### src/rtl/fifo_serial_tx.sv
// Purpose: pops words from a synchronous FIFO and sends them on a UART-style line.
// Latency: tx goes low 3 cycles after a start condition is seen in IDLE.
// Backpressure: one word is popped per frame; a new pop waits for IDLE with tx_en set and the FIFO not empty.
module fifo_serial_tx #(
  parameter int DATA_WIDTH   = 8,
  parameter int CLKS_PER_BIT = 4,
  parameter int PARITY_EN    = 0,
  parameter int PARITY_ODD   = 0
) (
  input  logic                  clk,
  input  logic                  rst_n,
  input  logic                  fifo_empty,
  input  logic [DATA_WIDTH-1:0] fifo_data_out,
  output logic                  fifo_rd_en,
  input  logic                  tx_en,
  output logic                  tx,
  output logic                  busy,
  output logic                  frame_done,
  output logic [15:0]           frame_count
);

  localparam int BAUD_W = $clog2(CLKS_PER_BIT);
  localparam int BIT_W  = $clog2(DATA_WIDTH + 1);
  localparam logic [BAUD_W-1:0] BAUD_LAST = BAUD_W'(CLKS_PER_BIT - 1);
  // frame_done is registered, so it is raised one cycle before the last stop cycle
  localparam logic [BAUD_W-1:0] BAUD_PRE  = BAUD_W'(CLKS_PER_BIT - 2);
  localparam logic [BIT_W-1:0]  BIT_LAST  = BIT_W'(DATA_WIDTH - 1);
  localparam logic              PAR_ON    = (PARITY_EN != 0);
  localparam logic              PAR_ODD   = (PARITY_ODD != 0);

  typedef enum logic [2:0] {
    IDLE,
    POP,
    LOAD,
    START,
    DATA,
    PARITY,
    STOP
  } state_t;

  state_t                state;
  logic [BAUD_W-1:0]     baud;
  logic [BIT_W-1:0]      bit_cnt;
  logic [DATA_WIDTH-1:0] shift;
  logic [DATA_WIDTH-1:0] shift_nxt;
  logic                  parity;
  logic                  baud_end;

  assign shift_nxt = shift >> 1;
  assign baud_end  = (baud == BAUD_LAST);

  // Frame sequencer; every output is registered with the value of the state being entered
  always_ff @(posedge clk) begin
    if (rst_n) begin
      state       <= IDLE;
      baud        <= '0;
      bit_cnt     <= '0;
      shift       <= '0;
      parity      <= 1'b0;
      tx          <= 1'b1;
      fifo_rd_en  <= 1'b0;
      busy        <= 1'b0;
      frame_done  <= 1'b0;
      frame_count <= 16'd0;
    end else begin
      fifo_rd_en <= 1'b0;
      frame_done <= 1'b0;
      case (state)
        IDLE: begin
          tx <= 1'b1;
          if (tx_en && !fifo_empty) begin
            state      <= POP;
            fifo_rd_en <= 1'b1;
            busy       <= 1'b1;
          end
        end
        POP: begin
          // read data appears on fifo_data_out during LOAD
          state <= LOAD;
        end
        LOAD: begin
          shift  <= fifo_data_out;
          parity <= (^fifo_data_out) ^ PAR_ODD;
          baud   <= '0;
          tx     <= 1'b0;
          state  <= START;
        end
        START: begin
          if (baud_end) begin
            baud    <= '0;
            bit_cnt <= '0;
            tx      <= shift[0];
            state   <= DATA;
          end else begin
            baud <= baud + 1'b1;
          end
        end
        DATA: begin
          if (baud_end) begin
            baud  <= '0;
            shift <= shift_nxt;
            if (bit_cnt == BIT_LAST) begin
              bit_cnt <= '0;
              if (PAR_ON) begin
                tx    <= parity;
                state <= PARITY;
              end else begin
                tx    <= 1'b1;
                state <= STOP;
              end
            end else begin
              bit_cnt <= bit_cnt + 1'b1;
              tx      <= shift_nxt[0];
            end
          end else begin
            baud <= baud + 1'b1;
          end
        end
        PARITY: begin
          if (baud_end) begin
            baud  <= '0;
            tx    <= 1'b1;
            state <= STOP;
          end else begin
            baud <= baud + 1'b1;
          end
        end
        STOP: begin
          if (baud == BAUD_PRE) begin
            frame_done <= 1'b1;
          end
          if (baud_end) begin
            baud        <= '0;
            busy        <= 1'b0;
            frame_count <= frame_count + 16'd1;
            state       <= IDLE;
          end else begin
            baud <= baud + 1'b1;
          end
        end
        default: begin
          state <= IDLE;
          tx    <= 1'b1;
          busy  <= 1'b0;
        end
      endcase
    end
  end

endmodule

### config.mk
export PLATFORM = sky130hd
export DESIGN_NAME = fifo_serial_tx
export DESIGN_NICKNAME = d
export VERILOG_FILES = /design/src/rtl/fifo_serial_tx.sv
export SDC_FILE = /design/constraint.sdc
export NUM_CORES = 1
export LEC_CHECK = 0
export CAP_MARGIN = 25
export CELL_PAD_IN_SITES_DETAIL_PLACEMENT = 1
export CELL_PAD_IN_SITES_GLOBAL_PLACEMENT = 1
export CORE_ASPECT_RATIO = 1.4
export CORE_MARGIN = 5
export CORE_UTILIZATION = 32
export DETAILED_ROUTE_END_ITERATION = 8
export PLACE_DENSITY = 0.64
export REMOVE_ABC_BUFFERS = 1
export SETUP_SLACK_MARGIN = 0.02
export SLEW_MARGIN = 30
export SYNTH_ARGS = -nofsm -noshare
export SYNTH_HDL_FRONTEND = slang
export SYNTH_SLANG_ARGS = --single-unit
### constraint.sdc
create_clock -name clk -period 2.8 [get_ports clk]
set_input_delay 0.84 -clock clk [delete_from_list [all_inputs] [get_ports clk]]
set_output_delay 0.84 -clock clk [all_outputs]
set_load 0.005 [all_outputs]
Word-level counts from Yosys, hierarchy flattened
Index checks and enable logic that the tools add are counted.
Storage, ports and cells
  register bits after elaboration: 37
  input bits: 12
  output and inout bits: 20
  word-level logic and storage cells: 73
Cells by class
  reduce and logical (&&, ||, !) cells: 17
  equal/unequal tests: 15
  bitwise gates (word level): 4
  muxes and demuxes: 25
  $add $sub $neg: 3
Operator list (number)
  one-hot mux 3 bit (7 select lines): 1
  2-to-1 mux 3 bit: 6
  adder 16 x 1 -> 16 bit (second input constant): 1
  one-hot mux 8 bit (2 select lines): 1
  2-to-1 mux 4 bit: 3
  != test 2 bit (second input constant): 6
  equality test 3 bit (second input constant): 3
  2-to-1 mux 1 bit: 8
  2-to-1 mux 8 bit: 1
  one-hot mux 4 bit (2 select lines): 1
  equality test 3 x 2 -> 1 bit (second input constant): 2
  AND reduction 3 bit: 2
  AND reduction 6 bit: 1
  nonzero test 2 bit: 3
  OR reduction 2 bit: 3
  one-hot mux 1 bit (5 select lines): 1
  OR reduction 5 bit: 1
  adder 4 x 1 -> 4 bit (second input constant): 1
  equality test 2 bit (second input constant): 2
  equality test 4 x 3 -> 1 bit (second input constant): 1
  inverter 1 bit: 4
  one-hot mux 2 bit (2 select lines): 1
  AND reduction 2 bit: 2
  AND reduction 4 bit: 1
  8 further kinds: 8

Depth between registers and ports, before layout
Gate-level depths: netlist of run 1.
  depth after elaboration: 4
  depth in mapped cells: 7
  gate-level depth less buffers: 6

Worst setup path after synthesis of run 1
OpenSTA, ideal clock, no wires.
  kind: reg2reg
  from: register baud[0]
  to: register frame_count[15]
  cell stages (with the launch flop): 6
  required time: 2.730 ns
  path slack: 0.918 ns
  data arrival time: 1.811 ns
  library setup time: 0.070 ns
  path through: dfxtp_1 -> ha_1 -> nand4b_4 -> or4_4 -> or3_1 -> a21oi_1
Between the ends
  cells in the longest elaborated chain, start to end: 2
Ends and longest elaborated chain
  from (decl): line 42  | logic [BAUD_W-1:0] baud;
  from (signal assigned): line 95  | baud <= baud + 1'b1;
  from (signal assigned): line 116  | baud <= baud + 1'b1;
  from (signal assigned): line 125  | baud <= baud + 1'b1;
  equality test 2 bit: line 50  | assign baud_end = (baud == BAUD_LAST);
  AND reduction 2 bit (no source line)
  to (signal assigned): line 135  | frame_count <= frame_count + 16'd1;
  to (decl): line 19  | output logic [15:0] frame_count
No other way between the ends.
A chain may end at the register's enable or synchronous reset.

Worst setup path in the final report of run 1
  from: register frame_count[10]
  to: output frame_count[10]
No word-level cell between the ends.

==> impl_metrics.env, run 1 <==
export IMPL_status="complete, no violations"
export IMPL_whs_ns=0.499
export IMPL_post_synth_num_cell_types=42
export IMPL_multiInputGateArea_um2=1060
export IMPL_fin_tns_setup_ns=0
export IMPL_finalSetupViolations=0
export IMPL_critPathKind="reg2out"
export IMPL_start_kind="flip-flop"
export IMPL_ys_ff_latch=37
export IMPL_clk_pin_slew_ns=0.08
export IMPL_hold_path_class="reg2reg"
export IMPL_worst_pin_slew_ns=0.559
export IMPL_cp_num_buf_inv=1
export IMPL_cpMaxStageDelayCell="clkdlybuf4s50_1"
export IMPL_pwr_share_comb=0.101
export IMPL_ios=32
export IMPL_place_hpwl_mm=3.43
export IMPL_cts_htree_levels=2
export IMPL_synth_most_common_cell="dfxtp_1"
export IMPL_min_period_ns=2.13
export IMPL_clock_sinks=37
export IMPL_yosysTopAreaCellShare=0.391
export IMPL_fin_skew_ns=0.00550
export IMPL_rr_worst_depth=4
export IMPL_crit_family="buffers and inverters"
export IMPL_die_width_um=75.0
export IMPL_yosysSeqAreaShare=0.391
export IMPL_die_area_um2=7580
export IMPL_num_rows=33
export IMPL_place_congestion=0.756
export IMPL_synth_area_per_cell_um2=8.35
export IMPL_cp_max_fo=7
export IMPL_crit_end="frame_count[10]"
export IMPL_grt_pass1_wl_mm=7.80
export IMPL_total_power_mw=1.17
export IMPL_rsz0062_at_grt="no"
export IMPL_drc_errors=0
export IMPL_cts_root_buf="clkbuf_8"
export IMPL_required_ns=1.96
export IMPL_switchingPower_mw=0.273
export IMPL_design_core_area_um2=5820
export IMPL_swShare=0.233
export IMPL_reg2reg_from="state[2]"
export IMPL_p_int_mw=0.901
export IMPL_diodes=0
export IMPL_timing_final_crit_share=0.761
export IMPL_via_count=1711
export IMPL_track_usage=0.132
export IMPL_start_util=0.326
export IMPL_firstDrtPassIters=3
export IMPL_cts_buffer_depth=2
export IMPL_syn2layout_area_growth_pct=26.3
export IMPL_p_leak_nw=0.880
export IMPL_die_h_um=101
export IMPL_synth_commonest_cells="37 x dfxtp_1, 31 x nor2_1, 19 x a21oi_1"
export IMPL_drv_slew=0
export IMPL_antenna_found_initial=0
export IMPL_max_freq_ghz=0.469
export IMPL_cts_repair_resize_count=0
export IMPL_cts_hold_buf=0
export IMPL_grt_pass1_vias=1720
export IMPL_powerDensity_nw_per_um2=490
export IMPL_arrival_ns=1.29
export IMPL_p_clk_frac=0.410
export IMPL_synth_cells=227
export IMPL_synth_area_leaders="dfxtp_1 39%, nor2_1 6.1%, mux2i_1 5.3%"
export IMPL_wl_per_cell_um=14.1
export IMPL_cts_buffers=5
export IMPL_ys_warnings_count=0
export IMPL_portBuffers=31
export IMPL_critPathLaunch="frame_count[10]"
export IMPL_cp_cell_sequence="clkdlybuf4s50_1"
export IMPL_timing_rr_end="frame_count[15]"
export IMPL_synth_top_area_cell="dfxtp_1"
export IMPL_grt_max_degree=21
export IMPL_worst_path_largest_cell_delay_ns=0.55
export IMPL_relSlewSlack=0.627
export IMPL_r2r_setup_slack_ns=0.72
export IMPL_pwr_share_seq=0.489
export IMPL_drive_gt1_frac=0.0817
export IMPL_routed_wl_mm=4.63
export IMPL_synth_area_um2=1900
export IMPL_drt_iter0_markers=41
export IMPL_fillerInstances=692
export IMPL_final_hold_viol_count=0
export IMPL_post_cts_buffers=0
export IMPL_place_ws_ns=0.542
export IMPL_final_antenna_net_count=0
export IMPL_synth_flop_cell="dfxtp_1"
export IMPL_setup_ws_ns=0.668
export IMPL_ys_async_sr_fraction=0
export IMPL_vdd_ir_drop_max_mv=0.236
export IMPL_clock_latency_ns=0.29
export IMPL_synth_edff_count=0
export IMPL_regArea_um2=741
export IMPL_nNetsFinal=272
export IMPL_cts_tree="done"
export IMPL_avgViaCountPerCell=5.23
export IMPL_end_kind="output port"
export IMPL_crit_cells=1
export IMPL_gr_total_overflow=0
export IMPL_drv_cap=0
-- placed cells by master, fill, tap and decap left out, types with 4 or more instances in the layout --
cell type,count
mux2i_1,10
nand2_1,7
nor4_1,6
xnor2_1,7
nand3_1,11
clkbuf_8,6
dfxtp_1,37
a21oi_1,19
a211oi_1,7
o21ai_0,14
nand4b_1,4
buf_4,7
inv_1,8
ha_1,4
clkdlybuf4s50_1,31
nor3b_1,4
nor2b_1,4
nor2_1,31
nor3_1,6
-- final cells by class --
| class | count | area share |
|---|---|---|
| well taps | 70 | 0.0366 |
| inverters | 8 | 0.0125 |
| flip-flops and latches | 37 | 0.309 |
| multi-input cells | 166 | 0.441 |
| clock buffers | 7 | 0.0361 |
| repair buffers | 38 | 0.152 |
| clock inverters | 1 | 0.0125 |
-- power groups by stage --
stage          Combinational (mW)  Sequential (mW)  Clock (mW)
2_1_floorplan              0.0652            0.580           0
3_3_place_gp                0.119            0.585           0
3_5_place_dp                0.120            0.586           0
4_1_cts                     0.121            0.574       0.501
5_1_grt                     0.134            0.578       0.522
6_report                    0.119            0.573       0.481
-- layer usage --
| layer | track usage | share of wire | vias to the layer above | routed length [um] |
|---|---|---|---|---|
| li1 | - | - | 868 | - |
| met1 | 0.147 | 0.44 | 810 | 2040 |
| met2 | 0.239 | 0.51 | 27 | 2340 |
| met3 | 0.0279 | 0.039 | 6 | 180 |
| met4 | 0.0438 | 0.014 | 0 | 66 |
| met5 | 0 | 0 | - | 0 |
-- logic make-up after synthesis --
logic type | after synthesis | share of synthesized area
simple gates | 92 | 0.270
fa+ha+maj | 4 | 0.0264
xor+xnor | 8 | 0.0370
compound gates | 50 | 0.159
buf+inv | 24 | 0.0521
flops | 37 | 0.391
mux | 12 | 0.0647
-- through the flow --
| step | instances | instance area (um^2) | utilization |
|---|---|---|---|
| after floorplan | 211 | 1830 | - |
| after global placement | 319 | 2280 | 0.391 |
| after detailed placement | 319 | 2280 | 0.391 |
| after CTS | 327 | 2390 | 0.411 |
| after global routing | 327 | 2390 | 0.411 |
| final | 327 | 2390 | 0.411 |
-- state kept, by name, indices dropped and copies added, names as in the netlist --
name / count
baud: 2
bit_cnt: 4
state: 3
frame_done: 1
shift: 8
fifo_rd_en: 1
busy: 1
frame_count: 16
tx: 1
-- worst min-delay path by stage --
stage,from,end,cells after the start
after floorplan,bit_cnt[3],bit_cnt[3],2
after global placement,busy,busy,1
after detailed placement,frame_count[15],frame_count[15],2
after CTS,frame_count[15],frame_count[15],2
after global routing,frame_count[15],frame_count[15],2
final,frame_count[15],frame_count[15],2
No activity file was read; power rests on OpenSTA's default activity.
==> inputs of run 2 (changes only) <==
clock period = 2.02 ns   (was 2.8 ns; I/O delays follow)
==> impl_metrics.env, run 2 (synthesis results as in run 1) <==
export IMPL_cts_root_buf="clkbuf_8"
export IMPL_worst_path_largest_cell_delay_ns=0.55
export IMPL_grt_max_degree=28
export IMPL_final_hold_viol_count=0
export IMPL_grt_pass1_vias=1731
export IMPL_routed_wl_mm=4.83
export IMPL_gr_total_overflow=0
export IMPL_finalSetupViolations=0
export IMPL_grt_pass1_wl_mm=8.24
export IMPL_die_width_um=75.0
export IMPL_place_hpwl_mm=3.66
export IMPL_min_period_ns=1.90
export IMPL_drc_errors=0
export IMPL_cts_htree_levels=2
export IMPL_drv_slew=0
export IMPL_track_usage=0.139
export IMPL_syn2layout_area_growth_pct=29.5
export IMPL_p_leak_nw=0.924
export IMPL_start_kind="flip-flop"
export IMPL_drv_cap=0
export IMPL_antenna_found_initial=0
export IMPL_via_count=1745
export IMPL_p_int_mw=1.09
export IMPL_critPathKind="reg2out"
export IMPL_firstDrtPassIters=4
export IMPL_pwr_share_comb=0.128
export IMPL_max_freq_ghz=0.527
export IMPL_swShare=0.261
export IMPL_place_ws_ns=0.136
export IMPL_rr_worst_depth=5
export IMPL_clk_pin_slew_ns=0.07
export IMPL_drive_gt1_frac=0.119
export IMPL_drt_iter0_markers=33
export IMPL_setup_ws_ns=0.121
export IMPL_worstHoldPathCells=2
export IMPL_hold_end="shift[6]"
export IMPL_diodes=0
export IMPL_powerDensity_nw_per_um2=601
export IMPL_pwr_share_seq=0.529
export IMPL_largest_reg_flops=16
export IMPL_nNetsFinal=283
export IMPL_crit_family="buffers and inverters"
export IMPL_final_common_cell="dfxtp_1"
export IMPL_switchingPower_mw=0.385
export IMPL_timing_final_crit_share=0.940
export IMPL_final_cell_mix="37 x dfxtp_1, 31 x nor2_1, 31 x clkdlybuf4s50_1"
export IMPL_portBuffers=31
export IMPL_clock_sinks=37
export IMPL_worst_pin_slew_ns=0.440
export IMPL_timing_rr_end="frame_count[15]"
export IMPL_relSlewSlack=0.706
export IMPL_start_util=0.326
export IMPL_hold_start="shift[6]"
export IMPL_p_clk_frac=0.343
export IMPL_final_cells=338
export IMPL_die_area_um2=7580
export IMPL_cts_repair_resize_count=0
export IMPL_required_ns=1.41
export IMPL_regMostFlops="frame_count"
export IMPL_avgViaCountPerCell=5.16
export IMPL_wl_per_cell_um=14.3
export IMPL_vdd_ir_drop_max_mv=0.333
export IMPL_end_kind="output port"
export IMPL_cts_buffer_depth=2
export IMPL_cp_num_buf_inv=1
export IMPL_clock_latency_ns=0.29
export IMPL_status="complete, no violations"
export IMPL_design_core_area_um2=5820
export IMPL_post_place_cells=330
export IMPL_arrival_ns=1.29
export IMPL_fin_skew_ns=0.00418
export IMPL_reg2reg_from="baud[1]"
export IMPL_critPathLaunch="frame_count[3]"
export IMPL_place_congestion=0.727
export IMPL_cp_max_fo=7
export IMPL_cts_hold_buf=0
export IMPL_post_cts_buffers=0
export IMPL_die_h_um=101
export IMPL_cts_buffers=5
export IMPL_cp_cell_sequence="clkdlybuf4s50_1"
export IMPL_rsz0062_at_grt="no"
export IMPL_ios=32
export IMPL_num_rows=33
export IMPL_final_antenna_net_count=0
export IMPL_cts_tree="done"
export IMPL_hold_path_class="reg2reg"
export IMPL_biggestRegsByFlops="frame_count (16), shift (8), bit_cnt (4)"
export IMPL_r2r_setup_slack_ns=0.15
export IMPL_cpMaxStageDelayCell="clkdlybuf4s50_1"
[run 2: cell types whose count changed in the layout (fill, tap and decap cells not counted)]
| cell | previous run | this run |
|---|---|---|
| bufinv_16 | 1 | 0 |
| buf_12 | 0 | 1 |
| clkbuf_8 | 6 | 5 |
| clkinv_2 | 0 | 2 |
| buf_4 | 7 | 17 |
[run 2: power groups by stage]
stage | combinational (mW) | sequential, mW | clock [mW]
2_1_floorplan | 0.0903 | 0.804 | 0
3_3_place_gp | 0.190 | 0.796 | 0
3_5_place_dp | 0.192 | 0.797 | 0
4_1_cts | 0.193 | 0.780 | 0.536
5_1_grt | 0.214 | 0.784 | 0.560
6_report | 0.189 | 0.780 | 0.507
[run 2: layer usage]
layer / part of all wire / GRT usage
met5: 0 / 0
met4: 0.014 / 0.0493
met3: 0.036 / 0.0279
met2: 0.53 / 0.250
met1: 0.42 / 0.158
[run 2: how the worst max path moves through the flow]
stage	to	slack, ns	cells after the start
floorplan	frame_count[15]	-0.18	5
global placement	busy	0.15	5
detailed placement	frame_count[14]	0.14	4
CTS	frame_count[3]	0.1	1
global route	frame_count[3]	0.06	1
finish	frame_count[3]	0.12	1
[run 2: area by class of cell]
class / instances / area [um^2]
flip-flops and latches: 37 / 741
well taps: 70 / 87.6
inverters: 8 / 30.0
clock inverters: 2 / 10.0
fillers: 721 / 3370
multi-input cells: 166 / 1060
repair buffers: 49 / 458
clock buffers: 6 / 72.6
[run 2: through the flow]
stage	hold WS (ns)	power, mW	cell area, um^2	utilization	setup TNS, ns
after detailed placement	0.489	0.990	2370	0.407	0
after floorplan	0.466	0.894	1830	-	-0.185
after global placement	0.474	0.986	2370	0.407	0
final	0.502	1.48	2450	0.422	0
after global routing	0.522	1.56	2450	0.422	0
after CTS	0.502	1.51	2450	0.422	0
